==> config.mk <==
export PLATFORM = sky130hd
export DESIGN_NAME = updown_mod_counter_flat
export DESIGN_NICKNAME = d
export VERILOG_FILES = /design/src/rtl/updown_mod_counter_if.sv /design/src/rtl/updown_mod_counter.sv /design/src/flat_wrapper.sv
export SDC_FILE = /design/constraint.sdc
export NUM_CORES = 1
export LEC_CHECK = 0
export CORE_UTILIZATION = 48
export CTS_CLUSTER_DIAMETER = 80
export DETAILED_ROUTE_END_ITERATION = 10
export GPL_TIMING_DRIVEN = 0
export PLACE_DENSITY = 0.8
export SLEW_MARGIN = 15
export SYNTH_ARGS = -nofsm -noshare
export SYNTH_HDL_FRONTEND = slang
export SYNTH_SLANG_ARGS = --single-unit
==> constraint.sdc <==
create_clock -name clk -period 2.6 [get_ports clk]
set_input_delay 0.52 -clock clk [delete_from_list [all_inputs] [get_ports clk]]
set_output_delay 0.52 -clock clk [all_outputs]
set_load 0.03 [all_outputs]
==> src/rtl/updown_mod_counter_if.sv <==
// Control and status bundle for the modulo-N up/down counter.
// The master drives controls; the counter (slave) returns count and flags.
interface updown_mod_counter_if #(
    parameter int WIDTH = 8
);
    logic             clear;
    logic             load;
    logic [WIDTH-1:0] load_value;
    logic             enable;
    logic             dir;
    logic [WIDTH-1:0] step;
    logic [WIDTH-1:0] count;
    logic             overflow;
    logic             underflow;
    logic             terminal;

    modport master (
        output clear, load, load_value, enable, dir, step,
        input  count, overflow, underflow, terminal
    );

    modport slave (
        input  clear, load, load_value, enable, dir, step,
        output count, overflow, underflow, terminal
    );
endinterface

==> src/rtl/updown_mod_counter.sv <==
// Modulo-N up/down counter with programmable step, wrap or saturate,
// synchronous clear/load and one-cycle overflow/underflow pulses.
module updown_mod_counter #(
    parameter int WIDTH     = 8,
    parameter int MAX_COUNT = 255,
    parameter int SATURATE  = 0
) (
    input  logic clk,
    input  logic reset_n,
    updown_mod_counter_if.slave bus
);
    generate
        if (MAX_COUNT < 1 ||
            longint'(MAX_COUNT) >= (longint'(1) << WIDTH)) begin : g_bad_max
            $error("updown_mod_counter: MAX_COUNT out of range");
        end
    endgenerate

    localparam logic [WIDTH:0] MAXV = (WIDTH+1)'(MAX_COUNT);
    localparam logic [WIDTH:0] MODV = (WIDTH+1)'(longint'(MAX_COUNT) + 1);

    logic [WIDTH-1:0] cnt;
    logic             ovf;
    logic             udf;

    logic [WIDTH:0] s;
    logic [WIDTH:0] c;
    logic [WIDTH:0] lv;
    logic [WIDTH:0] sum;
    logic [WIDTH:0] nxt;
    logic           nxt_ovf;
    logic           nxt_udf;

    // One extra bit keeps count+step and the wrap terms from truncating.
    always_comb begin
        s       = ({1'b0, bus.step} > MAXV) ? MAXV : {1'b0, bus.step};
        c       = {1'b0, cnt};
        lv      = {1'b0, bus.load_value};
        sum     = c + s;
        nxt     = c;
        nxt_ovf = 1'b0;
        nxt_udf = 1'b0;
        if (bus.clear) begin
            nxt = '0;
        end else if (bus.load) begin
            nxt = (lv > MAXV) ? MAXV : lv;
        end else if (bus.enable && s != '0) begin
            if (bus.dir) begin
                if (sum > MAXV) begin
                    nxt_ovf = 1'b1;
                    nxt     = (SATURATE != 0) ? MAXV : sum - MODV;
                end else begin
                    nxt = sum;
                end
            end else begin
                if (s > c) begin
                    nxt_udf = 1'b1;
                    nxt     = (SATURATE != 0) ? '0 : c + (MODV - s);
                end else begin
                    nxt = c - s;
                end
            end
        end
    end

    always_ff @(posedge clk or negedge reset_n) begin
        if (!reset_n) begin
            cnt <= '0;
            ovf <= 1'b0;
            udf <= 1'b0;
        end else begin
            cnt <= nxt[WIDTH-1:0];
            ovf <= nxt_ovf;
            udf <= nxt_udf;
        end
    end

    assign bus.count     = cnt;
    assign bus.overflow  = ovf;
    assign bus.underflow = udf;
    assign bus.terminal  = bus.dir ? ({1'b0, cnt} == MAXV) : (cnt == '0);
endmodule

==> src/flat_wrapper.sv <==
// flat-port wrapper written by rule: the top's interface ports become plain ports
module updown_mod_counter_flat 
#(
    parameter int WIDTH     = 8,
    parameter int MAX_COUNT = 255,
    parameter int SATURATE  = 0
)
  (clk, reset_n, bus_clear, bus_load, bus_load_value, bus_enable, bus_dir, bus_step, bus_count, bus_overflow, bus_underflow, bus_terminal);
  updown_mod_counter_if #(.WIDTH(WIDTH)) bus_i ();
  input  logic clk;
  input  logic reset_n;
  input wire logic [$bits(bus_i.clear)-1:0] bus_clear;
  input wire logic [$bits(bus_i.load)-1:0] bus_load;
  input wire logic [$bits(bus_i.load_value)-1:0] bus_load_value;
  input wire logic [$bits(bus_i.enable)-1:0] bus_enable;
  input wire logic [$bits(bus_i.dir)-1:0] bus_dir;
  input wire logic [$bits(bus_i.step)-1:0] bus_step;
  output wire logic [$bits(bus_i.count)-1:0] bus_count;
  output wire logic [$bits(bus_i.overflow)-1:0] bus_overflow;
  output wire logic [$bits(bus_i.underflow)-1:0] bus_underflow;
  output wire logic [$bits(bus_i.terminal)-1:0] bus_terminal;
  assign bus_i.clear = bus_clear;
  assign bus_i.load = bus_load;
  assign bus_i.load_value = bus_load_value;
  assign bus_i.enable = bus_enable;
  assign bus_i.dir = bus_dir;
  assign bus_i.step = bus_step;
  assign bus_count = bus_i.count;
  assign bus_overflow = bus_i.overflow;
  assign bus_underflow = bus_i.underflow;
  assign bus_terminal = bus_i.terminal;
  updown_mod_counter #(.WIDTH(WIDTH), .MAX_COUNT(MAX_COUNT), .SATURATE(SATURATE)) u_core (.clk(clk), .reset_n(reset_n), .bus(bus_i));
endmodule
* Word level (Yosys, flattened, before mapping)
Cells that the tools add are included.
** Word-level totals
- Register bits :: 10
- Input port bits :: 22
- Output and inout bits :: 11
- Word-level logic and storage cells :: 32
** Operators by class
- Add/subtract/negate cells :: 5
- Order comparisons :: 2
- Eq/ne operators :: 1
- Multiplexer cells :: 17
- Reduce and logical (&&, ||, !) cells :: 4
** Operator list (count)
- 8-bit 2-to-1 mux :: 6
- 1-bit 2-to-1 mux :: 11
- 8-bit by 8-bit adder with 9-bit output :: 1
- 9-bit by 8-bit greater-than comparator with 1-bit output, second input constant :: 1
- 8-bit adder :: 1
- 8-bit equality test, second input constant :: 1
- 8-bit greater-than comparator :: 1
- 8-bit logical NOT :: 1
- 8-bit nonzero test :: 1
- 1-bit by 8-bit subtractor with 8-bit output, first input constant :: 1
- 8-bit by 1-bit subtractor with 8-bit output, second input constant :: 1
- 8-bit subtractor :: 1
- 3-bit nonzero test :: 1
- 1-bit logical AND :: 1

* Logic depth before layout (Yosys ltp)
- Depth in word-level cells :: 7
- Mapped depth :: 10
- Mapped depth without buffers :: 10

* Worst setup path before layout
No wires, ideal clock.
- Path kind :: reg-to-reg
- Start point :: register u_core.cnt[0] (netlist: u_core.bus.count[0])
- End point :: register u_core.udf (netlist: u_core.bus.underflow)
- Setup time :: 0.111 ns
- Arrival :: 2.153 ns
- Data required time :: 2.489 ns
- Setup slack :: 0.336 ns
- Cell stages (with the launch flop) :: 11
- Buffers on the path :: 0
- Period minus slack after synthesis :: 2.264 ns
- Cells stage by stage :: dfrtp_1 > inv_1 > ha_1 > inv_1 > fa_1 > nand3_1 > nand2_1 > a21o_1 > a21o_1 > a21o_1 > a2111oi_2
** On the way
- Longest elaborated chain between the ends :: 6
** Ends and longest elaborated chain
- from (decl) :: RTL line updown_mod_counter.sv:22 : logic [WIDTH-1:0] cnt;
- from (signal assigned) :: RTL line updown_mod_counter.sv:72 : cnt <= nxt[WIDTH-1:0];
- 8-bit greater-than comparator :: RTL line updown_mod_counter.sv:56 : if (s > c) begin
- 1-bit 2-to-1 mux :: RTL line updown_mod_counter.sv:56
- 1-bit 2-to-1 mux :: RTL line updown_mod_counter.sv:48 : if (bus.dir) begin
- 1-bit 2-to-1 mux :: RTL line updown_mod_counter.sv:47 : end else if (bus.enable && s != '0) begin
- 1-bit 2-to-1 mux :: RTL line updown_mod_counter.sv:45 : end else if (bus.load) begin
- 1-bit 2-to-1 mux :: RTL line updown_mod_counter.sv:43 : if (bus.clear) begin
- via u_core.nxt_udf :: RTL line updown_mod_counter.sv:32 : logic nxt_udf;
- to (signal assigned) :: RTL line updown_mod_counter.sv:74 : udf <= nxt_udf;
- to (decl) :: RTL line updown_mod_counter.sv:24 : logic udf;
The timed path passes the listed nets, and every way through them passes these cells.
A chain may end at the register's enable or synchronous reset.

* Worst setup path in the final report
- Start point :: input port bus_step[3]
- End point :: register u_core.udf (netlist: u_core.bus.underflow)
** On the way
- Longest elaborated chain between the ends :: 6
- Elaborated cells on any way between the ends :: 8
- Those cells by class :: order compare (1); mux (5); reduce/logical (2)
** Ends and longest elaborated chain
- from (decl) :: RTL line flat_wrapper.sv:17 : input wire logic [$bits(bus_i.step)-1:0] bus_step;
- 8-bit greater-than comparator :: RTL line updown_mod_counter.sv:56
- 1-bit 2-to-1 mux :: RTL line updown_mod_counter.sv:56
- 1-bit 2-to-1 mux :: RTL line updown_mod_counter.sv:48
- 1-bit 2-to-1 mux * :: RTL line updown_mod_counter.sv:47
- 1-bit 2-to-1 mux * :: RTL line updown_mod_counter.sv:45
- 1-bit 2-to-1 mux * :: RTL line updown_mod_counter.sv:43
- via u_core.nxt_udf :: RTL line updown_mod_counter.sv:32
The timed path passes the listed nets; every way through them passes the cells marked *.

==> flow_summary.toml <==
[synthesis]
yosysWarningCount = 0
post_synth_instance_area_sq_um = 1170
synth_top_area_cell = "dfrtp_1"
synth-edff-count = 0
yosys.area.top_type_share = 0.214
yosys.cell_types.count = 40
synthCells = 142
postSynthNetCount = 182
postSynth.topFlopCell = "dfrtp_1"
ys_top_cells_by_area = "dfrtp_1 (21%), ha_1 (17%), a21oi_1 (5.1%), inv_1 (4.8%), xnor2_1 (4.5%)"
synth.yosys.seq_area_share = 0.214
asyncSetResetFlopFracSynth = 1.00
ys_seq_elements = 10
synth.avg_cell_area_sq_um = 8.22

[global_routing]
largest_net_degree_at_the_start_of_global_routing = 11
globalRoute.totalOverflow = 0
number_of_global_route_vias_before_repair = 1097
grt_antenna_before_repair = 0
grt_pass1_wl_mm = 5.13
groute.usage.overall = 0.263

[drt]
drtIter0Drc = 30
dr_total_vias = 1178
post-route-drc-count = 0
wl_mm = 3.10
detail_route.first_pass.iterations = 4
route.antenna.remaining_nets = 0
viasPerCell = 5.75
wire_per_inst_um = 15.1

[power_and_ir_drop]
power.leakage_nw = 0.719
report.power.total_mw = 0.704
power.density_cell_area_nw_per_um2 = 448
max-vdd-ir-drop_uv = 391

[setup_path]
worst_r2r_endpoint = "u_core.bus.underflow"
worst_setup_path_end_kind = "register"
crit_path_max_fanout = 7
arrival_time_reported_for_the_critical_path_endpoint_ps = 2620
required_ps = 2750
r2r.worst_path.cells = 10
start_kind = "primary input"
startpoint = "bus_step[3]"
regToRegSetupSlack_ps = 370
worstSetupPathType = "primary input to register"
worst_r2r_startpoint = "u_core.bus.count[0]"

[sta]
fmax_ghz = 0.405
timing.final.setup_violations = 0
report.final.hold_viol_count = 0
unrepaired_setup_endpoints_after_global_routing = "no"
layout_worst_path_cycle_share = 0.949
max_slew_margin = 0.695
worstMarginPinSlew_ps = 456
final-max-slew-violation-count = 0
final.setup.tns_ps = 0
finalWorstSetupSlack_ps = 133
fin_skew_ps = 2.29
finalWorstPathRequiredPeriod_ps = 2470
hold_ws_ps = 575

[clocking]
clock_buffers_created_by_tritoncts = 3
cts_hold_buf = 0
clock-sinks = 10
insertion_delay_ps = 260
tritoncts = "yes"
cts_max_path_buffers = 2
htree_levels = 1
clk_pin_slew_ps = 70
clock_tree.root_cell = "clkbuf_4"
cts_setup_buffers = 0

[cells_and_area]
flow.area_growth_from_synthesis_pct = 34.5
fillers = 197
drive_above_1_share = 0.102
antenna_cells = 0
finish.net_count = 218

[die]
design.portCount = 33
overall_die_height_um = 51.3
initial_utilization = 0.518
fp.dieArea_sq_um = 2630
std_cell_rows = 17
die_w_um = 51.3
coreArea_sq_um = 2250

[placed_design]
finalWeightedCongestion = 0.907
dp_worst_setup_slack_ps = -264
detailedPlacementHpwl_mm = 2.51
port_buffers = 31

[outcome]
run_status = "completed"

[job]
drv_cap = 0

[hold_path]
min-delay-path-class = "primary input to async pin"
-- through the flow --
stage          std cells  cell area (sq um)   util
3_5_place_dp         201               1510  0.671
2_1_floorplan        142               1170      -
4_1_cts              205               1550  0.686
6_report             205               1570  0.696
3_3_place_gp         201               1510  0.671
5_1_grt              205               1570  0.696
-- area by class of cell --
type | instances | area (sq um) | share of cell area
multi-input cells | 111 | 856 | 0.545
repair buffers | 31 | 310 | 0.198
flip-flops and latches | 10 | 250 | 0.159
inverters | 16 | 60.1 | 0.0382
clock buffers | 4 | 36.3 | 0.0231
well taps | 28 | 35.0 | 0.0223
plain buffers | 5 | 22.5 | 0.0143
-- sequential cells by signal (all words and copies together), names as in the netlist --
signal and flops:
u_core.bus.count 8, u_core.bus.overflow 1, u_core.bus.underflow 1
-- critical path, cell delays in order --
cell             delay, ps
clkdlybuf4s50_1        500
inv_1                   60
ha_1                   390
a21oi_2                180
nand2_1                 90
a21o_1                 180
a21o_1                 170
a21o_1                 180
a2111oi_2              350
-- cell usage after synthesis (all sizes together), types with 2 or more instances --
cell	n
o21bai	3
inv	16
buf	3
a21boi	2
o21ai	7
dfrtp	10
mux2i	2
a31oi	3
xnor2	6
fa	2
nor2b	4
a21oi	13
clkbuf	2
nand3	4
o31ai	5
a21o	4
nor4	3
ha	16
nor2	7
a2111oi	2
nand2	8
a22oi	5
nor3	3
-- repair_timing --
action	in CTS	in global routing
resized for setup	1	11
endpoints found under the setup margin	1	3
pin swaps	0	0
-- layout by cell type (no fill, tap or decap), drive strengths merged, types with 2 or more instances in the layout --
cell,n
inv,16
o21bai,3
xnor2,6
nand2,8
a21o,4
ha,16
nand3,4
a21oi,13
mux2i,2
o31ai,5
a2111oi,2
buf,3
a22oi,5
nor4,3
clkdlybuf4s50,28
a31oi,3
clkbuf,7
nor2b,4
o21ai,7
a21boi,2
dfrtp,10
dlymetal6s2s,2
nor2,7
nor3,3
fa,2
-- cell families after synthesis --
logic type / count (synthesis) / share of synthesized area
AOI/OAI and AO/OA: 50 / 0.294
muxes: 2 / 0.0171
adders and majority gates: 18 / 0.206
xor gates and xnor gates: 6 / 0.0450
DFF: 10 / 0.214
buffers and inverters: 21 / 0.0707
and+or+nand+nor: 35 / 0.153
-- where the power goes --
group / total (mW) / switching [mW] / leakage (nW) / internal [mW]
Sequential: 0.201 / 0.0305 / 0.132 / 0.171
Clock: 0.136 / 0.0516 / 0.0210 / 0.0849
Combinational: 0.366 / 0.202 / 0.566 / 0.164
Total: 0.704 / 0.284 / 0.719 / 0.420
-- routing by layer --
metal / GRT usage / share of wire / up-vias
li1: - / - / 582
met1: 0.364 / 0.47 / 555
met2: 0.454 / 0.48 / 37
met3: 0.0119 / 0.034 / 4
met4: 0.0495 / 0.012 / 0
met5: 0 / 0 / -
-- how the worst max path moves through the flow --
stage               cells after the start                    to  slack (ps)
CTS                                    10  u_core.bus.underflow          10
finish                                  9  u_core.bus.underflow         130
detailed placement                     10  u_core.bus.underflow        -260
global placement                        5          bus_terminal        -260
floorplan                              10  u_core.bus.underflow         340
global route                            9  u_core.bus.underflow           4
Note: power is estimated with default switching activity, not from simulation.
==> patch (same settings) <==
`WIDTH` is set to 8 in 3 places; all go to 9.
--- a/src/rtl/updown_mod_counter_if.sv
+++ b/src/rtl/updown_mod_counter_if.sv
@@ -1,7 +1,7 @@
 // Control and status bundle for the modulo-N up/down counter.
 // The master drives controls; the counter (slave) returns count and flags.
 interface updown_mod_counter_if #(
-    parameter int WIDTH = 8
+    parameter int WIDTH = 9
 );
     logic             clear;
     logic             load;
--- a/src/rtl/updown_mod_counter.sv
+++ b/src/rtl/updown_mod_counter.sv
@@ -1,7 +1,7 @@
 // Modulo-N up/down counter with programmable step, wrap or saturate,
 // synchronous clear/load and one-cycle overflow/underflow pulses.
 module updown_mod_counter #(
-    parameter int WIDTH     = 8,
+    parameter int WIDTH     = 9,
     parameter int MAX_COUNT = 255,
     parameter int SATURATE  = 0
 ) (
--- a/src/flat_wrapper.sv
+++ b/src/flat_wrapper.sv
@@ -1,7 +1,7 @@
 // flat-port wrapper written by rule: the top's interface ports become plain ports
 module updown_mod_counter_flat 
 #(
-    parameter int WIDTH     = 8,
+    parameter int WIDTH     = 9,
     parameter int MAX_COUNT = 255,
     parameter int SATURATE  = 0
 )
Interface: changed (resized bus_count, bus_load_value and bus_step); port bits go from 33 to 36. The function was not compared with the original's and may differ.
==> patch against the unedited design <==
- worst setup slack worse by 0.13 ns
- largest cell class unchanged
- synthesized cell count up 100%
- critical path type unchanged
- wire length up 120%
- critical path depth grew 4
- sequential cell count is 1 higher
- clock skew rose by 0.0033 ns
- critical endpoint is now u_core.bus.count[7]$_DFFE_PN0P_
- area after synthesis up 98%
- power up 140%
- final cell count is 94% higher
- design area rose by 100%
==> patch: results (changes against the unedited design) <==
Max IR drop VDD 333 uV (-15%); Setup crit start bus_step[8]; GRT met3 Usage 4.78% (+3.6 points); routing usage on met1 34.0% (-2.4 points); largest net degree at the start of global routing 12 (+1); routability cong. 0.876 (-3.4%); worst hold path type flip-flop to flip-flop; crit path max fanout 6 (-1); WHS 0.620 ns (+0.0449 ns); Synth cell types 59 (+48%); Root Buffer clkbuf_8; portion of netlist area occupied by mux cells 2.59% (+0.88 points); Synth Area in Compound Gates 25.6% (-3.8 points); total number of vias 2425 (+110%); fraction of layout cells with a size suffix above 1 26.3% (+16 points); Pwr Density 518 nW/um^2 (+15%); Place WS -0.952 ns (-0.688 ns); period utilization 99.9% (+5.1 points); DP Wirelength 5.07 mm (+100%); M2 GR Usage 48.9% (+3.5 points); crit path max-delay cell type fa_2; met2 wire length 3.46 mm (+130%); global-route wire length before repair 10.9 mm (+110%); Post-layout nets 415 (+90%); vias in the first global route 2336 (+110%); worst stage delay on the critical path 0.36 ns (-0.14 ns); reg2reg path depth 12 (+2); Placed Cells 372 (+85%); area share of xor/xnor cells in the synthesized design 5.67% (+1.2 points); IO buf count 34 (+9.7%); clock skew 0.00558 ns (+0.00329 ns); met1 WL 2.87 mm (+95%); Filler cells 366 (+86%); Slew HR 47.7% (-22 points); max FFs per register 9 (+1); status complete, no violations; Worst R2R Setup Slack 0.04 ns (-0.33 ns); Pleak 0.00137 uW (+90%); FF-to-FF End u_core.bus.count[7]$_DFFE_PN0P_; Crit path max-delay family adder cells; Synth Area in Adders 26.7% (+6.1 points); Synth top cells by count ha_1, inv_1, nor2_1; post-CTS setup buffers 13 (+13); cts repair resizes 73 (+72); worst path arrival time 2.72 ns (+0.10 ns); Reg clk slew, reported paths 0.05 ns (-0.02 ns); final wirelength 6.95 mm (+120%); Post-Layout Cell Count 398 (+94%); met3 wire len 437 um (+320%); Syn Inst Count 285 (+100%); most area-consuming cells after synthesis ha_1, dfrtp_1, fa_1, inv_1, xnor2_1; total track usage 27.5% (+1.3 points); initial DRC count 138 (+360%)
## patch: cell count changes after synthesis, moves of 5 or more
cell / unedited run / this run
a211oi_1: 1 / 6
nor3_1: 2 / 9
fa_1: 2 / 9
nand4_1: 1 / 6
o31ai_1: 5 / 0
xnor2_1: 6 / 13
ha_1: 16 / 35
o21ai_0: 4 / 13
inv_1: 15 / 33
nor2_1: 7 / 23
or2_2: 0 / 7
a21oi_1: 12 / 22
## patch: final cells by class
cell class,instances,share of cell area (%)
Inverter,35,4.42
Tap cell,52,2.04
Multi-Input combinational cell,233,66.1
Clock buffer,4,1.41
Sequential cell,11,8.65
Buffer,7,1.53
Timing Repair Buffer,56,15.8
## patch: cell families (layout without fill, tap and decap cells)
family          Yosys count  count (layout)
mux                       6               6
other cells               1               2
simple gates             84              84
buf+inv                  42             102
flops                    11              11
xor+xnor                 15              15
compound gates           82              82
fa+ha+maj                44              44
## patch: power by group
group          total (uW)  internal (uW)  switching [uW]
logic                1210            557             651
clock network         181            108            72.9
registers             266            195            70.7
